===== src/rtl/detector_paso_pkg.sv =====
// -----------------------------------------------------------------------------
// detector_paso_pkg
//   Shared definitions for the two-beam passage direction detector:
//   - estado_t    : the eight FSM state codes (also exported on the estado port)
//   - SAL_ENTRADA : salida bit carrying the entry pulse (drives z1)
//   - SAL_SALIDA  : salida bit carrying the exit pulse (drives z2)
//   - TIMEOUT_CYC_DEF : default maximum dwell in one non-idle state, in cycles
// -----------------------------------------------------------------------------
package detector_paso_pkg;

    typedef enum logic [2:0] {
        IDLE   = 3'b000,
        ENT_A  = 3'b001,
        ENT_AB = 3'b010,
        ENT_B  = 3'b011,
        SAL_B  = 3'b100,
        SAL_AB = 3'b101,
        SAL_A  = 3'b110,
        ESPERA = 3'b111
    } estado_t;

    localparam int SAL_ENTRADA     = 0;
    localparam int SAL_SALIDA      = 1;
    localparam int TIMEOUT_CYC_DEF = 50_000_000;

    // True for the six states that belong to an ongoing crossing.
    function automatic logic en_cruce(input estado_t s);
        return (s != IDLE) && (s != ESPERA);
    endfunction

endpackage


===== src/rtl/detector_paso_temporizador.sv =====
// -----------------------------------------------------------------------------
// temporizador_paso
//   Dwell-time counter for the passage detector. Counts cycles spent in the
//   current state; the FSM clears it on every state change.
// Ports
//   clk     in  system clock
//   reset   in  synchronous, active-high; clears the count
//   clr     in  clear request (has priority over en)
//   en      in  count enable
//   vencido out high while count == TIMEOUT_CYC-1
// -----------------------------------------------------------------------------
module temporizador_paso #(
    parameter int TIMEOUT_CYC = 50_000_000
) (
    input  logic clk,
    input  logic reset,
    input  logic clr,
    input  logic en,
    output logic vencido
);

    localparam int CNT_W = $clog2(TIMEOUT_CYC + 1);
    localparam logic [CNT_W-1:0] LIMITE = CNT_W'(TIMEOUT_CYC - 1);

    logic [CNT_W-1:0] cuenta;

    always_ff @(posedge clk) begin
        if (reset || clr) begin
            cuenta <= '0;
        end else if (en) begin
            cuenta <= cuenta + CNT_W'(1);
        end
    end

    assign vencido = (cuenta == LIMITE);

endmodule


===== src/rtl/detector_paso.sv =====
// -----------------------------------------------------------------------------
// detector_paso
//   Direction detector for the two-beam passage sensor pair. Follows the
//   AB level sequence (A = outer beam, B = inner beam) and emits a one-cycle
//   entry or exit pulse when a full crossing completes. Aborted, ambiguous
//   and stalled crossings are rejected; ambiguous or stalled ones park in
//   ESPERA until both beams are clear.
// Ports
//   clk      in   system clock
//   reset    in   synchronous, active-high
//   A, B     in   debounced beam levels, 1 = interrupted, synchronous to clk
//   estado   out  current state code
//   salida   out  [SAL_ENTRADA] entry pulse, [SAL_SALIDA] exit pulse
//   error    out  one-cycle pulse on entering ESPERA
//   ocupado  out  high whenever estado != IDLE
// -----------------------------------------------------------------------------
module detector_paso
    import detector_paso_pkg::*;
#(
    parameter int TIMEOUT_CYC = TIMEOUT_CYC_DEF
) (
    input  logic       clk,
    input  logic       reset,
    input  logic       A,
    input  logic       B,
    output logic [2:0] estado,
    output logic [1:0] salida,
    output logic       error,
    output logic       ocupado
);

    estado_t     state, trans, state_next;
    logic [1:0]  ab;
    logic [1:0]  salida_n;
    logic        vencido;
    logic        t_clr;
    logic        t_en;

    assign ab = {A, B};

    temporizador_paso #(
        .TIMEOUT_CYC(TIMEOUT_CYC)
    ) u_temporizador (
        .clk    (clk),
        .reset  (reset),
        .clr    (t_clr),
        .en     (t_en),
        .vencido(vencido)
    );

    // The count always describes the dwell in the state being entered, so it
    // is cleared by the same edge that changes state.
    assign t_clr = (state_next != state) || !en_cruce(state);
    assign t_en  = en_cruce(state);

    always_comb begin
        trans    = state;
        salida_n = 2'b00;
        unique case (state)
            IDLE: begin
                case (ab)
                    2'b10:   trans = ENT_A;
                    2'b01:   trans = SAL_B;
                    2'b11:   trans = ESPERA;
                    default: trans = state;
                endcase
            end
            ENT_A: begin
                case (ab)
                    2'b11:   trans = ENT_AB;
                    2'b00:   trans = IDLE;
                    2'b01:   trans = ESPERA;
                    default: trans = state;
                endcase
            end
            ENT_AB: begin
                case (ab)
                    2'b01:   trans = ENT_B;
                    2'b10:   trans = ENT_A;
                    2'b00:   trans = ESPERA;
                    default: trans = state;
                endcase
            end
            ENT_B: begin
                case (ab)
                    2'b00: begin
                        trans                 = IDLE;
                        salida_n[SAL_ENTRADA] = 1'b1;
                    end
                    2'b11:   trans = ENT_AB;
                    2'b10:   trans = ESPERA;
                    default: trans = state;
                endcase
            end
            SAL_B: begin
                case (ab)
                    2'b11:   trans = SAL_AB;
                    2'b00:   trans = IDLE;
                    2'b10:   trans = ESPERA;
                    default: trans = state;
                endcase
            end
            SAL_AB: begin
                case (ab)
                    2'b10:   trans = SAL_A;
                    2'b01:   trans = SAL_B;
                    2'b00:   trans = ESPERA;
                    default: trans = state;
                endcase
            end
            SAL_A: begin
                case (ab)
                    2'b00: begin
                        trans                = IDLE;
                        salida_n[SAL_SALIDA] = 1'b1;
                    end
                    2'b11:   trans = SAL_AB;
                    2'b01:   trans = ESPERA;
                    default: trans = state;
                endcase
            end
            ESPERA: begin
                if (ab == 2'b00) begin
                    trans = IDLE;
                end
            end
            default: trans = IDLE;
        endcase

        // A real transition this cycle wins over an expiring dwell timer.
        state_next = trans;
        if ((trans == state) && vencido && en_cruce(state)) begin
            state_next = ESPERA;
        end
    end

    always_ff @(posedge clk) begin
        if (reset) begin
            state   <= IDLE;
            salida  <= 2'b00;
            error   <= 1'b0;
            ocupado <= 1'b0;
        end else begin
            state   <= state_next;
            salida  <= salida_n;
            error   <= (state_next == ESPERA) && (state != ESPERA);
            ocupado <= (state_next != IDLE);
        end
    end

    assign estado = state;

endmodule


===== config.mk =====
export PLATFORM = sky130hd
export DESIGN_NAME = detector_paso
export DESIGN_NICKNAME = d
export VERILOG_FILES = /design/src/rtl/detector_paso_pkg.sv /design/src/rtl/detector_paso_temporizador.sv /design/src/rtl/detector_paso.sv
export SDC_FILE = /design/constraint.sdc
export NUM_CORES = 1
export LEC_CHECK = 0
export CAP_MARGIN = 40
export CORE_MARGIN = 4
export CORE_UTILIZATION = 59
export CTS_CLUSTER_SIZE = 10
export DETAILED_ROUTE_END_ITERATION = 12
export PLACE_DENSITY_LB_ADDON = 0.12
export SYNTH_ARGS = -nofsm -noshare
export SYNTH_HDL_FRONTEND = slang
export SYNTH_SLANG_ARGS = --single-unit

===== constraint.sdc =====
create_clock -name clk -period 2.6 [get_ports clk]
set_input_delay 0.26 -clock clk [delete_from_list [all_inputs] [get_ports clk]]
set_output_delay 0.26 -clock clk [all_outputs]
set_load 0.005 [all_outputs]

==> impl_metrics.yaml <==
grt:
  busiest_layer: "met2"
  grt_pass1_wl_mm: 7.42
  grt_pass1_vias: 1668
  grt_use_total_pct: 22.4
  grtUsageMet3_pct: 5.10
  met2_usage_pct: 34.1
  grt_max_degree: 27
  antenna_found_initial: 0
  grt_use_met1_pct: 29.4
  grt.overflow.total: 0
critical_path:
  end_kind: "flop"
  crit_slowest_cell: "dfxtp_1"
  path_max_fanout: 16
  crit_arrival_ns: 2.59
  cpPeakStageDelay_ns: 0.60
  crit_required_ns: 2.87
  worst_setup_path_start_kind: "flop"
  path_class: "flop to flop"
  crit_chain: "nand2b_1 -> a21boi_0 -> o32ai_1 -> a21oi_1 -> o21a_1 -> buf_12 -> nor4b_1"
  r2r_slack_ns: 0.28
power_and_ir_drop:
  p_seq_share_pct: 48.5
  p_leak_nw: 0.813
  p_per_area_mw_per_mm2: 498
  pwr-share-clk_pct: 31.2
  power_switching_uw: 331
  swShare_pct: 30.0
  comb_power_share_pct: 20.3
  intPower_uw: 771
  ir_drop_mv: 0.348
clocking:
  clk_pin_slew_ns: 0.10
  cts-root-buf: "clkbuf_4"
  postCtsSetupBuffers: 0
  clock_sinks: 33
  clockBufferDepth: 2
  insertion_delay_ns: 0.36
  ctsResizeCount: 0
  numCtsBuffers: 5
  cts_htree_levels: 2
  ctsHoldBuffers: 0
  cts_tree: "done"
finish:
  regArea_um2: 661
  postLayoutCoreUtil_pct: 70.7
  drive_gt1_share_pct: 11.7
  nFillCells: 283
  stdcell_area_mm2: 0.00221
  multi_input_area_mm2: 0.00118
  area.growth.synth_to_final_pct: 11.1
  nets: 268
  num_antenna_cells: 0
placed_design:
  numPortBuffers: 10
  postPlaceCellArea_mm2: 0.00214
  hpwl_mm: 2.90
  place_congestion: 0.802
logic_synthesis:
  syn_inst: 252
  yosys.area.top_type: "dfxtp_1"
  avgSynthCellArea_um2: 7.90
  synth_top_area_share_pct: 33.2
  synth.net_count: 257
  synth-seq-cells: 33
  yosysWarnings: 0
  yosysSeqAreaShare_pct: 33.2
  synth.cell_area_mm2: 0.00199
  synthTopCellsByArea: "dfxtp_1 33%, xor2_1 7.0%, nand2_1 7.0%"
  ys_types: 48
floorplan:
  io_pins: 11
  fp.dieH_um: 66.1
  dieArea_mm2: 0.00437
  core_area_mm2: 0.00313
  die-width_um: 66.1
  initial_utilization_pct: 63.6
  rows: 20
sta:
  min_period_over_period_pct: 89.3
  clock_skew_ns: 0.00679
  fin_setup_tns_ns: 0
  period_needed_ns: 2.32
  finalHoldViolations: 0
  slew_viol_final: 0
  worst_pin_slew_ns: 0.703
  fmax_mhz: 431
  slew_headroom_pct: 53.0
  setup_viol: 0
  timing.hold.ws_ns: 0.463
  rsz0062_at_grt: "false"
detailed_routing:
  viasPerCell: 5.82
  wl_mm: 4.29
  first_iter_violations: 220
  ant_nets: 0
  drc: 0
  drt-pass1-iter-count: 4
  vias: 1792
  wl_per_cell_um: 13.9
status:
  run_status: "complete, no violations"
flow_run:
  cap_violations: 0
min_path:
  hold_class: "flop to flop"
## synth_stat cells, drive strengths merged
cell,n
a221oi,1
nand4b,1
dfxtp,33
nor2b,2
a31oi,2
clkbuf,5
and4b,2
ha,1
and2,1
xor2,16
a211oi,3
nand2b,2
o21a,2
inv,7
nor4b,3
a21boi,2
nor2,18
a21oi,6
buf,14
o21ai,8
mux2i,2
nand2,37
or2,2
and4,2
nor3b,1
nand4,7
o31a,1
and3,4
o2111a,1
o22ai,1
nor4,10
a2111oi,1
or3,4
or4b,1
or4bb,1
nor3,30
xnor2,8
nand3,8
o32ai,2
## cell families after synthesis
kind of cell               synth area share (%)
xor gates and xnor gates                   10.6
adders and majority gates                 0.628
muxes                                      1.01
DFF                                        33.2
and+or+nand+nor                            36.5
buffers and inverters                      7.73
AOI/OAI and AO/OA                          10.4
## worst max-delay path, delay by kind of cell (launching register included)
family,cells,cell delay (ns)
and+or+nand+nor,2,0.42
buffers and inverters,1,0.16
AOI/OAI and AO/OA,4,1.05
DFF,1,0.60
## cell type report
| class | count | share of cell area (%) |
|---|---|---|
| timing repair buffer | 23 | 10.1 |
| sequential | 33 | 29.9 |
| multi-input combinational | 193 | 53.2 |
| tap | 44 | 2.49 |
| inverter | 7 | 1.19 |
| clock buffer | 7 | 2.94 |
| clock inverter | 1 | 0.226 |
## stage by stage
step                      power (mW)  instances  setup slack, ns
after floorplan                0.710        252            0.603
after global placement         0.765        300            0.177
after detailed placement       0.768        300           0.0916
after CTS                       1.10        308            0.294
after global routing            1.15        308           0.0867
final                           1.10        308            0.277
## path summary, 6_finish.rpt
path,end,cells past startpoint,start
setup / recovery,u_temporizador.cuenta[1],7,estado[2]
hold / removal,u_temporizador.cuenta[0],1,u_temporizador.cuenta[0]
setup reg to reg,u_temporizador.cuenta[1],7,estado[2]
hold reg to reg,u_temporizador.cuenta[0],1,u_temporizador.cuenta[0]
## per-layer routing
layer | wire length [um] | vias to the layer above
met3 | 206 | 9
li1 | - | 920
met5 | 0 | -
met1 | 2070 | 819
met2 | 1940 | 44
met4 | 85 | 0
## cell usage in the layout, fill, tap and decap left out, types with 5 or more instances in the layout
| master | Yosys | routed |
|---|---|---|
| inv_1 | 7 | 7 |
| nand2_1 | 37 | 37 |
| o21ai_0 | 7 | 7 |
| buf_4 | 2 | 11 |
| xor2_1 | 16 | 16 |
| a21oi_1 | 6 | 6 |
| clkbuf_4 | 0 | 5 |
| nand4_1 | 7 | 7 |
| xnor2_1 | 8 | 8 |
| clkdlybuf4s50_1 | 0 | 10 |
| nor4_1 | 10 | 10 |
| dfxtp_1 | 33 | 33 |
| nand3_1 | 8 | 8 |
| nor3_1 | 27 | 27 |
| nor2_1 | 18 | 18 |
## sequential cells by signal (all words and copies together) (netlist names)
signal	cells
salida	2
error	1
estado	3
ocupado	1
u_temporizador.cuenta	26
## power by group through the flow
stage	clock [mW]	sequential (mW)	combinational, mW
floorplan	0	0.537	0.173
global placement	0	0.546	0.219
detailed placement	0	0.546	0.222
CTS	0.348	0.535	0.222
global route	0.374	0.538	0.243
finish	0.344	0.534	0.223
(Power assumes the default switching activity.)
